===== config.mk =====
export PLATFORM = sky130hd
export DESIGN_NAME = control_sequencer_flat
export DESIGN_NICKNAME = d
export VERILOG_FILES = /design/src/rtl/cpu_pkg.sv /design/src/rtl/control_sequencer_if.sv /design/src/rtl/microcode_rom.sv /design/src/rtl/control_sequencer.sv /design/src/flat_wrapper.sv
export SDC_FILE = /design/constraint.sdc
export NUM_CORES = 1
export LEC_CHECK = 0
export CORE_MARGIN = 2
export CORE_UTILIZATION = 39
export CTS_CLUSTER_SIZE = 10
export DETAILED_ROUTE_END_ITERATION = 16
export PLACE_DENSITY = 0.86
export SLEW_MARGIN = 20
export SYNTH_ARGS = -nofsm -noshare
export SYNTH_HDL_FRONTEND = slang
export SYNTH_SLANG_ARGS = --single-unit

===== constraint.sdc =====
create_clock -name clk -period 2.14 [get_ports clk]
set_input_delay 0.214 -clock clk [delete_from_list [all_inputs] [get_ports clk]]
set_output_delay 0.214 -clock clk [all_outputs]
set_load 0.02 [all_outputs]

===== src/rtl/cpu_pkg.sv =====
// Shared definitions for the CPU control path: opcodes, sequencer states,
// control-word bit positions, microstep encodings and instruction lengths.
package cpu_pkg;

    localparam int unsigned STEP_W = 3;
    localparam int unsigned CTRL_W = 16;

    typedef enum logic [3:0] {
        OP_NOP = 4'b0000,
        OP_LDA = 4'b0001,
        OP_ADD = 4'b0010,
        OP_SUB = 4'b0011,
        OP_STA = 4'b0100,
        OP_LDI = 4'b0101,
        OP_JMP = 4'b0110,
        OP_JC  = 4'b0111,
        OP_JZ  = 4'b1000,
        OP_OUT = 4'b1110,
        OP_HLT = 4'b1111
    } opcode_e;

    typedef enum logic {
        ST_RUN    = 1'b0,
        ST_HALTED = 1'b1
    } state_e;

    localparam int unsigned HLT_BIT = 15;
    localparam int unsigned MI_BIT  = 14;
    localparam int unsigned RI_BIT  = 13;
    localparam int unsigned RO_BIT  = 12;
    localparam int unsigned IO_BIT  = 11;
    localparam int unsigned II_BIT  = 10;
    localparam int unsigned AI_BIT  = 9;
    localparam int unsigned AO_BIT  = 8;
    localparam int unsigned EO_BIT  = 7;
    localparam int unsigned SU_BIT  = 6;
    localparam int unsigned BI_BIT  = 5;
    localparam int unsigned OI_BIT  = 4;
    localparam int unsigned CE_BIT  = 3;
    localparam int unsigned CO_BIT  = 2;
    localparam int unsigned J_BIT   = 1;
    localparam int unsigned FI_BIT  = 0;

    localparam logic [CTRL_W-1:0] CTRL_HALT = 16'h8000;

    localparam logic [STEP_W-1:0] STEP_T0 = 3'd0;
    localparam logic [STEP_W-1:0] STEP_T1 = 3'd1;
    localparam logic [STEP_W-1:0] STEP_T2 = 3'd2;
    localparam logic [STEP_W-1:0] STEP_T3 = 3'd3;
    localparam logic [STEP_W-1:0] STEP_T4 = 3'd4;

    // Instruction lengths in cycles, fetch included.
    localparam logic [STEP_W-1:0] LEN_ALU   = 3'd5;
    localparam logic [STEP_W-1:0] LEN_MEM   = 3'd4;
    localparam logic [STEP_W-1:0] LEN_SHORT = 3'd3;

    function automatic logic [STEP_W-1:0] instr_len(input logic [3:0] op);
        logic [STEP_W-1:0] len;
        case (op)
            OP_ADD, OP_SUB: len = LEN_ALU;
            OP_LDA, OP_STA: len = LEN_MEM;
            default:        len = LEN_SHORT;
        endcase
        return len;
    endfunction

endpackage


===== src/rtl/control_sequencer_if.sv =====
// Signal bundle between the control sequencer and the rest of the datapath.
interface control_sequencer_if;

    logic [3:0]                 opcode;
    logic                       carry;
    logic                       zero;
    logic                       resume;
    logic [cpu_pkg::CTRL_W-1:0] ctrl;
    logic [cpu_pkg::STEP_W-1:0] step;
    logic                       halted;

    modport master (
        output opcode, carry, zero, resume,
        input  ctrl, step, halted
    );

    modport slave (
        input  opcode, carry, zero, resume,
        output ctrl, step, halted
    );

endinterface


===== src/rtl/microcode_rom.sv =====
// Combinational microcode: maps (opcode, microstep, flags) to the control word.
module microcode_rom
    import cpu_pkg::*;
(
    input  logic [3:0]        opcode,
    input  logic [STEP_W-1:0] step,
    input  logic              carry,
    input  logic              zero,
    output logic [CTRL_W-1:0] ctrl
);

    always_comb begin
        ctrl = '0;
        case (step)
            STEP_T0: begin
                ctrl[CO_BIT] = 1'b1;
                ctrl[MI_BIT] = 1'b1;
            end
            STEP_T1: begin
                ctrl[RO_BIT] = 1'b1;
                ctrl[II_BIT] = 1'b1;
                ctrl[CE_BIT] = 1'b1;
            end
            STEP_T2: begin
                case (opcode)
                    OP_LDA, OP_ADD, OP_SUB, OP_STA: begin
                        ctrl[IO_BIT] = 1'b1;
                        ctrl[MI_BIT] = 1'b1;
                    end
                    OP_LDI: begin
                        ctrl[IO_BIT] = 1'b1;
                        ctrl[AI_BIT] = 1'b1;
                    end
                    OP_JMP: begin
                        ctrl[IO_BIT] = 1'b1;
                        ctrl[J_BIT]  = 1'b1;
                    end
                    OP_JC: begin
                        ctrl[IO_BIT] = carry;
                        ctrl[J_BIT]  = carry;
                    end
                    OP_JZ: begin
                        ctrl[IO_BIT] = zero;
                        ctrl[J_BIT]  = zero;
                    end
                    OP_OUT: begin
                        ctrl[AO_BIT] = 1'b1;
                        ctrl[OI_BIT] = 1'b1;
                    end
                    OP_HLT: begin
                        ctrl[HLT_BIT] = 1'b1;
                    end
                    default: ;
                endcase
            end
            STEP_T3: begin
                case (opcode)
                    OP_LDA: begin
                        ctrl[RO_BIT] = 1'b1;
                        ctrl[AI_BIT] = 1'b1;
                    end
                    OP_ADD, OP_SUB: begin
                        ctrl[RO_BIT] = 1'b1;
                        ctrl[BI_BIT] = 1'b1;
                    end
                    OP_STA: begin
                        ctrl[AO_BIT] = 1'b1;
                        ctrl[RI_BIT] = 1'b1;
                    end
                    default: ;
                endcase
            end
            STEP_T4: begin
                case (opcode)
                    OP_ADD, OP_SUB: begin
                        ctrl[EO_BIT] = 1'b1;
                        ctrl[AI_BIT] = 1'b1;
                        ctrl[FI_BIT] = 1'b1;
                        ctrl[SU_BIT] = (opcode == OP_SUB);
                    end
                    default: ;
                endcase
            end
            default: ;
        endcase
    end

endmodule


===== src/rtl/control_sequencer.sv =====
// Microstep sequencer: RUN/HALTED state, step counter, instruction-length
// termination and the HALTED control-word override around microcode_rom.
module control_sequencer
    import cpu_pkg::*;
(
    input  logic                clk,
    input  logic                rst,
    control_sequencer_if.slave  bus
);

    state_e            state_q, state_d;
    logic [STEP_W-1:0] step_q, step_d;
    logic [STEP_W-1:0] last_step;
    logic              is_hlt_t2;
    logic              is_last;
    logic [CTRL_W-1:0] rom_ctrl;

    microcode_rom u_rom (
        .opcode (bus.opcode),
        .step   (step_q),
        .carry  (bus.carry),
        .zero   (bus.zero),
        .ctrl   (rom_ctrl)
    );

    always_comb begin
        state_d   = state_q;
        step_d    = step_q;
        last_step = instr_len(bus.opcode) - 3'd1;
        is_hlt_t2 = (step_q == STEP_T2) && (bus.opcode == OP_HLT);
        // Opcode only shortens an instruction from T2 on; last_step never exceeds T4.
        is_last   = (step_q >= STEP_T2) && (step_q >= last_step);

        case (state_q)
            ST_RUN: begin
                if (is_hlt_t2) begin
                    state_d = ST_HALTED;
                    step_d  = STEP_T0;
                end else if (is_last) begin
                    step_d = STEP_T0;
                end else begin
                    step_d = step_q + 3'd1;
                end
            end
            ST_HALTED: begin
                step_d = STEP_T0;
                if (bus.resume) begin
                    state_d = ST_RUN;
                end
            end
            default: begin
                state_d = ST_RUN;
                step_d  = STEP_T0;
            end
        endcase
    end

    always_ff @(posedge clk or posedge rst) begin
        if (rst) begin
            state_q <= ST_RUN;
            step_q  <= STEP_T0;
        end else begin
            state_q <= state_d;
            step_q  <= step_d;
        end
    end

    assign bus.ctrl   = (state_q == ST_HALTED) ? CTRL_HALT : rom_ctrl;
    assign bus.step   = step_q;
    assign bus.halted = (state_q == ST_HALTED);

endmodule


===== src/flat_wrapper.sv =====
// flat-port wrapper written by rule: the top's interface ports become plain ports
module control_sequencer_flat import cpu_pkg::*;
  (clk, rst, bus_opcode, bus_carry, bus_zero, bus_resume, bus_ctrl, bus_step, bus_halted);
  control_sequencer_if bus_i ();
  input  logic clk;
  input  logic rst;
  input wire logic [$bits(bus_i.opcode)-1:0] bus_opcode;
  input wire logic [$bits(bus_i.carry)-1:0] bus_carry;
  input wire logic [$bits(bus_i.zero)-1:0] bus_zero;
  input wire logic [$bits(bus_i.resume)-1:0] bus_resume;
  output wire logic [$bits(bus_i.ctrl)-1:0] bus_ctrl;
  output wire logic [$bits(bus_i.step)-1:0] bus_step;
  output wire logic [$bits(bus_i.halted)-1:0] bus_halted;
  assign bus_i.opcode = bus_opcode;
  assign bus_i.carry = bus_carry;
  assign bus_i.zero = bus_zero;
  assign bus_i.resume = bus_resume;
  assign bus_ctrl = bus_i.ctrl;
  assign bus_step = bus_i.step;
  assign bus_halted = bus_i.halted;
  control_sequencer u_core (.clk(clk), .rst(rst), .bus(bus_i));
endmodule

# Yosys cells after proc, flatten, opt, wreduce, memory -nomap -nowiden
# Cells that the tools add are included.
totals:
  register_bits: 4
  latch_bits: 0
  mem_bits_rw: 0
  romBits: 0
  inputBits: 9
  out_inout_bits: 20
  memories: 0
op_classes:
  add_sub_neg: 2
  n_mul: 0
  n_div: 0
  n_lt_le_gt_ge: 2
  eq_ne: 14
  shifts: 0
  muxes: 33
  bitwise_logic: 1
  n_reduce_logical: 8
op_table:
  columns: ["cell", "count"]
  rows:
  - ["$mux W1", 19]
  - ["$eq A4 B3 Y1 const B", 4]
  - ["$mux W16", 1]
  - ["$eq A4 B4 Y1 const B", 3]
  - ["$pmux W3 S2", 2]
  - ["$pmux W1 S3", 3]
  - ["$eq A4 B2 Y1 const B", 2]
  - ["$pmux W1 S2", 4]
  - ["$eq A3 B2 Y1 const B", 2]
  - ["$mux W3", 2]
  - ["$reduce_or A6 Y1", 1]
  - ["$eq A4 B1 Y1 const B", 1]
  - ["$mux W2", 2]
  - ["$reduce_or A2 Y1", 2]
  - ["$reduce_or A4 Y1", 1]
  - ["$add A3 B1 Y3 const B", 1]
  - ["$eq A3 B1 Y1 const B", 1]
  - ["$eq A3 B3 Y1 const B", 1]
  - ["$ge A3 B2 Y1 const B", 1]
  - ["$ge A3 B3 Y1", 1]
  - ["$logic_not A3 Y1", 1]
  - ["$reduce_or A3 Y1", 1]
  - ["$sub A3 B1 Y3 const B", 1]
  - ["$logic_and A1 B1 Y1", 2]
  - ["$not A1 Y1", 1]

# Logic depth before layout (Yosys ltp)
logic_depth:
  ltp_word: 9
  mapped_depth: 7
  mapped_depth_nobuf: 6

# Hierarchy
# Synthesis repeated with hierarchy kept, for this count alone.
unflattened:
  hier_cells: 94
  area_unflattened_um2: 703.2
by_module_without_submodules:
  columns: ["mod", "n_inst", "cells_each", "area_each_um2"]
  rows:
  - ["control_sequencer", 1, 49, 402.9]
  - ["microcode_rom", 1, 45, 300.3]

# Least setup slack after synthesis
# No wires, ideal clock.
synth_path:
  kind: "register -> output"
  start: "register u_core.step_q[1] (netlist: u_core.bus.step[1])"
  end: "output bus_ctrl[9]"
  t_arrival_ns: 1.702
  required_ns: 1.926
  path_slack_ns: 0.224
  stages_incl_launch_ff: 6
  path_buffers: 0
  cell_sequence: "dfrtp_1 ha_1 ha_1 and2b_2 o211ai_1 a221oi_1"
synth_between:
  elab_chain_cells: 3
  word_cells_on_any_way: 5
  classes_between: "eq/ne: 3; mux: 2"
synth_lines:
  columns: ["element", "line", "text"]
  rows:
  - ["start, declared", "control_sequencer.sv:12", "logic [STEP_W-1:0] step_q, step_d;"]
  - ["start signal, assigned", "control_sequencer.sv:64", "step_q <= step_d;"]
  - ["$eq A3 B3 Y1 or $eq A3 B2 Y1 (tied branches)", "microcode_rom.sv:14", "case (step)"]
  - ["$pmux W1 S3 *", "microcode_rom.sv:14", null]
  - ["$mux W16 *", "control_sequencer.sv:68", "assign bus.ctrl = (state_q == ST_HALTED) ? CTRL_HALT : rom_ctrl;"]
  - ["end, declared", "flat_wrapper.sv:11", "output wire logic [$bits(bus_i.ctrl)-1:0] bus_ctrl;"]
# Mark *: on every way between the ends. The rest lies on a longest branch, timed or not.

# Worst setup path after layout
layout_path:
  start: "input bus_opcode[0]"
  end: "output bus_ctrl[11]"
layout_between:
  elab_chain_cells: 5
  word_cells_on_any_way: 12
  classes_between: "eq/ne: 8; mux: 3; reduce/logical: 1"
layout_lines:
  columns: ["element", "line", "text"]
  rows:
  - ["start, declared", "flat_wrapper.sv:7", "input wire logic [$bits(bus_i.opcode)-1:0] bus_opcode;"]
  - ["$eq A4 B3 Y1, or another cell as far along", "microcode_rom.sv:25", "case (opcode)"]
  - ["$reduce_or A6 Y1 (no line)", null, null]
  - ["$pmux W1 S3 *", "microcode_rom.sv:25", null]
  - ["$mux W1 *", "microcode_rom.sv:14", null]
  - ["$mux W16 *", "control_sequencer.sv:68", null]
# Marked as above.

==> out/qor.json <==
{
  "final_layout": {
    "final_cell_mix": "21 x buf_4, 14 x clkdlybuf4s50_1, 8 x ha_1, 8 x dlygate4sd2_1",
    "final_util_pct": 69.2,
    "nNetsFinal": 140,
    "diodes": 0,
    "layout-drive-gt1-share_pct": 33.1,
    "area_delta_synth_final_pct": 65.9,
    "layout_commonest_cell": "buf_4",
    "multi_input_area_um2": 474,
    "filler_free_cell_count_of_the_finished_design": 137,
    "postLayoutCellArea_um2": 1040,
    "seqCellArea_um2": 100,
    "final.fill_count": 139
  },
  "sta": {
    "layout_worst_path_cycle_share_pct": 98.1,
    "finalCriticalPeriod_ns": 2.10,
    "final_layout_worst_hold_slack_ns": 0.171,
    "max_slew.worst_pin.slew_ns": 0.340,
    "fin_setup_tns_ns": 0,
    "final_max_slew_viol_count": 0,
    "timing.clock.skew_ns": 0.00357,
    "unrepaired_setup_endpoints_after_global_routing": "false",
    "timing.max_slew.rel_slack_pct": 77.4,
    "fmax_mhz": 476,
    "setup_viol": 0,
    "hold_violations": 0
  },
  "routing": {
    "drt_pass_1_iters": 4,
    "route.detailed.vias_per_inst": 5.55,
    "final_antenna_net_count": 0,
    "drt_drc_violations_left": 0,
    "drt-initial-drc-count": 14,
    "via_total_after_detailed_routing": 761,
    "post_drt_wl_per_cell_um": 13.8,
    "postRouteWirelength_mm": 1.89
  },
  "placement": {
    "placedCellCount": 134,
    "buffer_ports.inserted": 28,
    "globalplace.congestion": 0.799,
    "placed_area_um2": 1030,
    "post-dp-hpwl_mm": 1.57
  },
  "die": {
    "design.portCount": 29,
    "core.rowCount": 14,
    "initial_core_util_pct": 41.7,
    "chipHeight_um": 44.1,
    "die_width_um": 44.1,
    "core-area_um2": 1510,
    "die-area_um2": 1950
  },
  "synthesis": {
    "synthDistinctLibCells": 37,
    "sequential_fraction_of_the_synthesis_area_pct": 15.9,
    "mappedNetlistNets": 93,
    "synthesis.instances": 76,
    "yosysWarningCount": 0,
    "syn_area_per_cell_um2": 8.26,
    "postSynthRegisterBits": 4,
    "synth_area_um2": 628
  },
  "clocking": {
    "worst_skew_pair.late_latency_ns": 0.24,
    "root_cell_of_the_clock_tree": "clkbuf_4",
    "h_tree_lvls": 1,
    "maximum_clock_insertion_buffer_count": 2,
    "worst_setup_hold_path_clk_slew_ns": 0.04,
    "tritoncts.num_buffers": 3,
    "cts_hold_repair.buffers": 0,
    "postCtsSetupBuffers": 0,
    "clock_sink_count": 4,
    "tritoncts": "yes"
  },
  "setup_path": {
    "ff2ff_setup_slack_ns": 0.39,
    "data_required_time_of_the_worst_path_ns": 1.93,
    "worst_r2r_path_depth": 7,
    "critical_path_class": "in2out",
    "regToRegStartpoint": "u_core.bus.step[1]",
    "reg2reg_to": "u_core.bus.step[0]",
    "crit_arrival_ns": 1.89,
    "crit_path_max_fanout": 4,
    "worst_setup_path_end_kind": "output pin",
    "worst_setup_path_start_kind": "input port"
  },
  "pwr": {
    "net-switching-power_mw": 0.480,
    "swShare_pct": 45.9,
    "seqPwrFrac_pct": 12.0,
    "p_int_mw": 0.566,
    "leakagePower_nw": 0.508,
    "p_per_area_nw_per_um2": 1000,
    "clock_power_share_pct": 9.0,
    "peakVddDrop_v": 0.000896,
    "power.combinational.fraction_pct": 79.1
  },
  "outcome": {
    "status": "finished clean"
  },
  "flow_run": {
    "max_cap_violation_count": 0
  },
  "global_route": {
    "grt_max_degree": 11,
    "globalRouteTotalUtil_pct": 21.8,
    "wire_length_of_the_first_global_routing_pass_mm": 3.15,
    "grt.overflow.total": 0,
    "antenna_violations_before_repair": 0,
    "first_global_vias": 754
  },
  "hold_path": {
    "worstHoldPathType": "in2async"
  }
}
-- layer usage --
layer	track usage, %	vias to the layer above	wire [µm]
met2	38.2	30	996
met1	26.8	361	750
met3	0	6	87
li1	-	364	-
met5	0	-	0
met4	12.7	0	53
-- cell families (layout without fill, tap and decap cells) --
family	count (synthesis)	count (layout)	synth area share, %
AO/OA/AOI/OAI	16	16	18.7
XOR/XNOR	1	1	1.39
adder cells (fa/ha/maj)	8	8	15.9
buffers and inverters	13	58	12.0
flip-flops	4	4	15.9
multiplexers	1	1	1.59
AND/OR/NAND/NOR	33	33	34.5
-- registers in the layout (all words and copies together) (netlist names) --
name and count:
u_core.bus.step 3, u_core.bus.halted 1
-- how the worst max path moves through the flow --
| stage | from | cells after the start | end |
|---|---|---|---|
| after floorplan | u_core.bus.step[1] | 5 | bus_ctrl[9] |
| after global placement | bus_opcode[0] | 6 | bus_ctrl[14] |
| after detailed placement | bus_opcode[0] | 6 | bus_ctrl[11] |
| after CTS | u_core.bus.step[1] | 6 | bus_ctrl[15] |
| after global routing | bus_opcode[0] | 6 | bus_ctrl[11] |
| final | bus_opcode[0] | 6 | bus_ctrl[11] |
-- stage by stage --
step / setup WS (ns) / total power, mW
3_5_place_dp: -0.265 / 0.956
6_report: 0.0400 / 1.05
3_3_place_gp: -0.158 / 0.927
2_1_floorplan: 0.224 / 0.572
5_1_grt: 0.000667 / 1.13
4_1_cts: 0.0140 / 1.03
-- power groups by stage --
stage / clock, mW / sequential (mW) / combinational, mW
after floorplan: 0 / 0.177 / 0.395
after global placement: 0 / 0.125 / 0.802
after detailed placement: 0 / 0.126 / 0.830
after CTS: 0.100 / 0.125 / 0.808
after global routing: 0.102 / 0.130 / 0.897
final: 0.0941 / 0.125 / 0.827
-- critical path, cell delays in order --
cell	delay [ns]
clkdlybuf4s50_1	0.46
buf_4	0.18
nor2b_1	0.15
a311o_1	0.35
a21oi_1	0.19
clkdlybuf4s15_1	0.35
-- cells in the mapped netlist (all sizes together) --
master,instances,share of area (%)
nor4b,1,1.4
inv,6,3.6
and2b,1,1.4
nand2,6,3.6
nor2b,1,1.0
a311o,1,1.6
and4b,1,2.2
or3,1,1.0
nand3,2,1.6
o21a,1,1.2
and2,2,2.0
nor2,6,4.0
ha,8,16
nor3,3,2.4
a211o,1,1.4
xnor2,1,1.4
nor4bb,1,1.6
a221oi,1,1.4
a31o,1,2.8
or4b,1,1.6
nand3b,1,1.2
o211ai,1,1.2
buf,5,7.2
nand2b,1,1.0
nand4b,2,2.8
clkbuf,2,1.2
mux2i,1,1.6
a211oi,3,3.6
nor3b,2,4.2
o21ai,1,0.80
a21oi,6,4.8
dfrtp,4,16
and3b,1,1.6
-- repair_timing --
item                                    in CTS  in global routing
endpoints found under the setup margin      14                  9
pin swaps                                    0                  1
gates resized for setup                     20                 13
-- final cells by class --
cell class / instances / area share (%)
flip-flops and latches: 4 / 9.60
inverters: 6 / 2.16
well taps: 16 / 1.92
multi-input cells: 59 / 45.5
clock buffers: 3 / 2.16
repair buffers: 49 / 38.7
(Power assumes the default switching activity.)
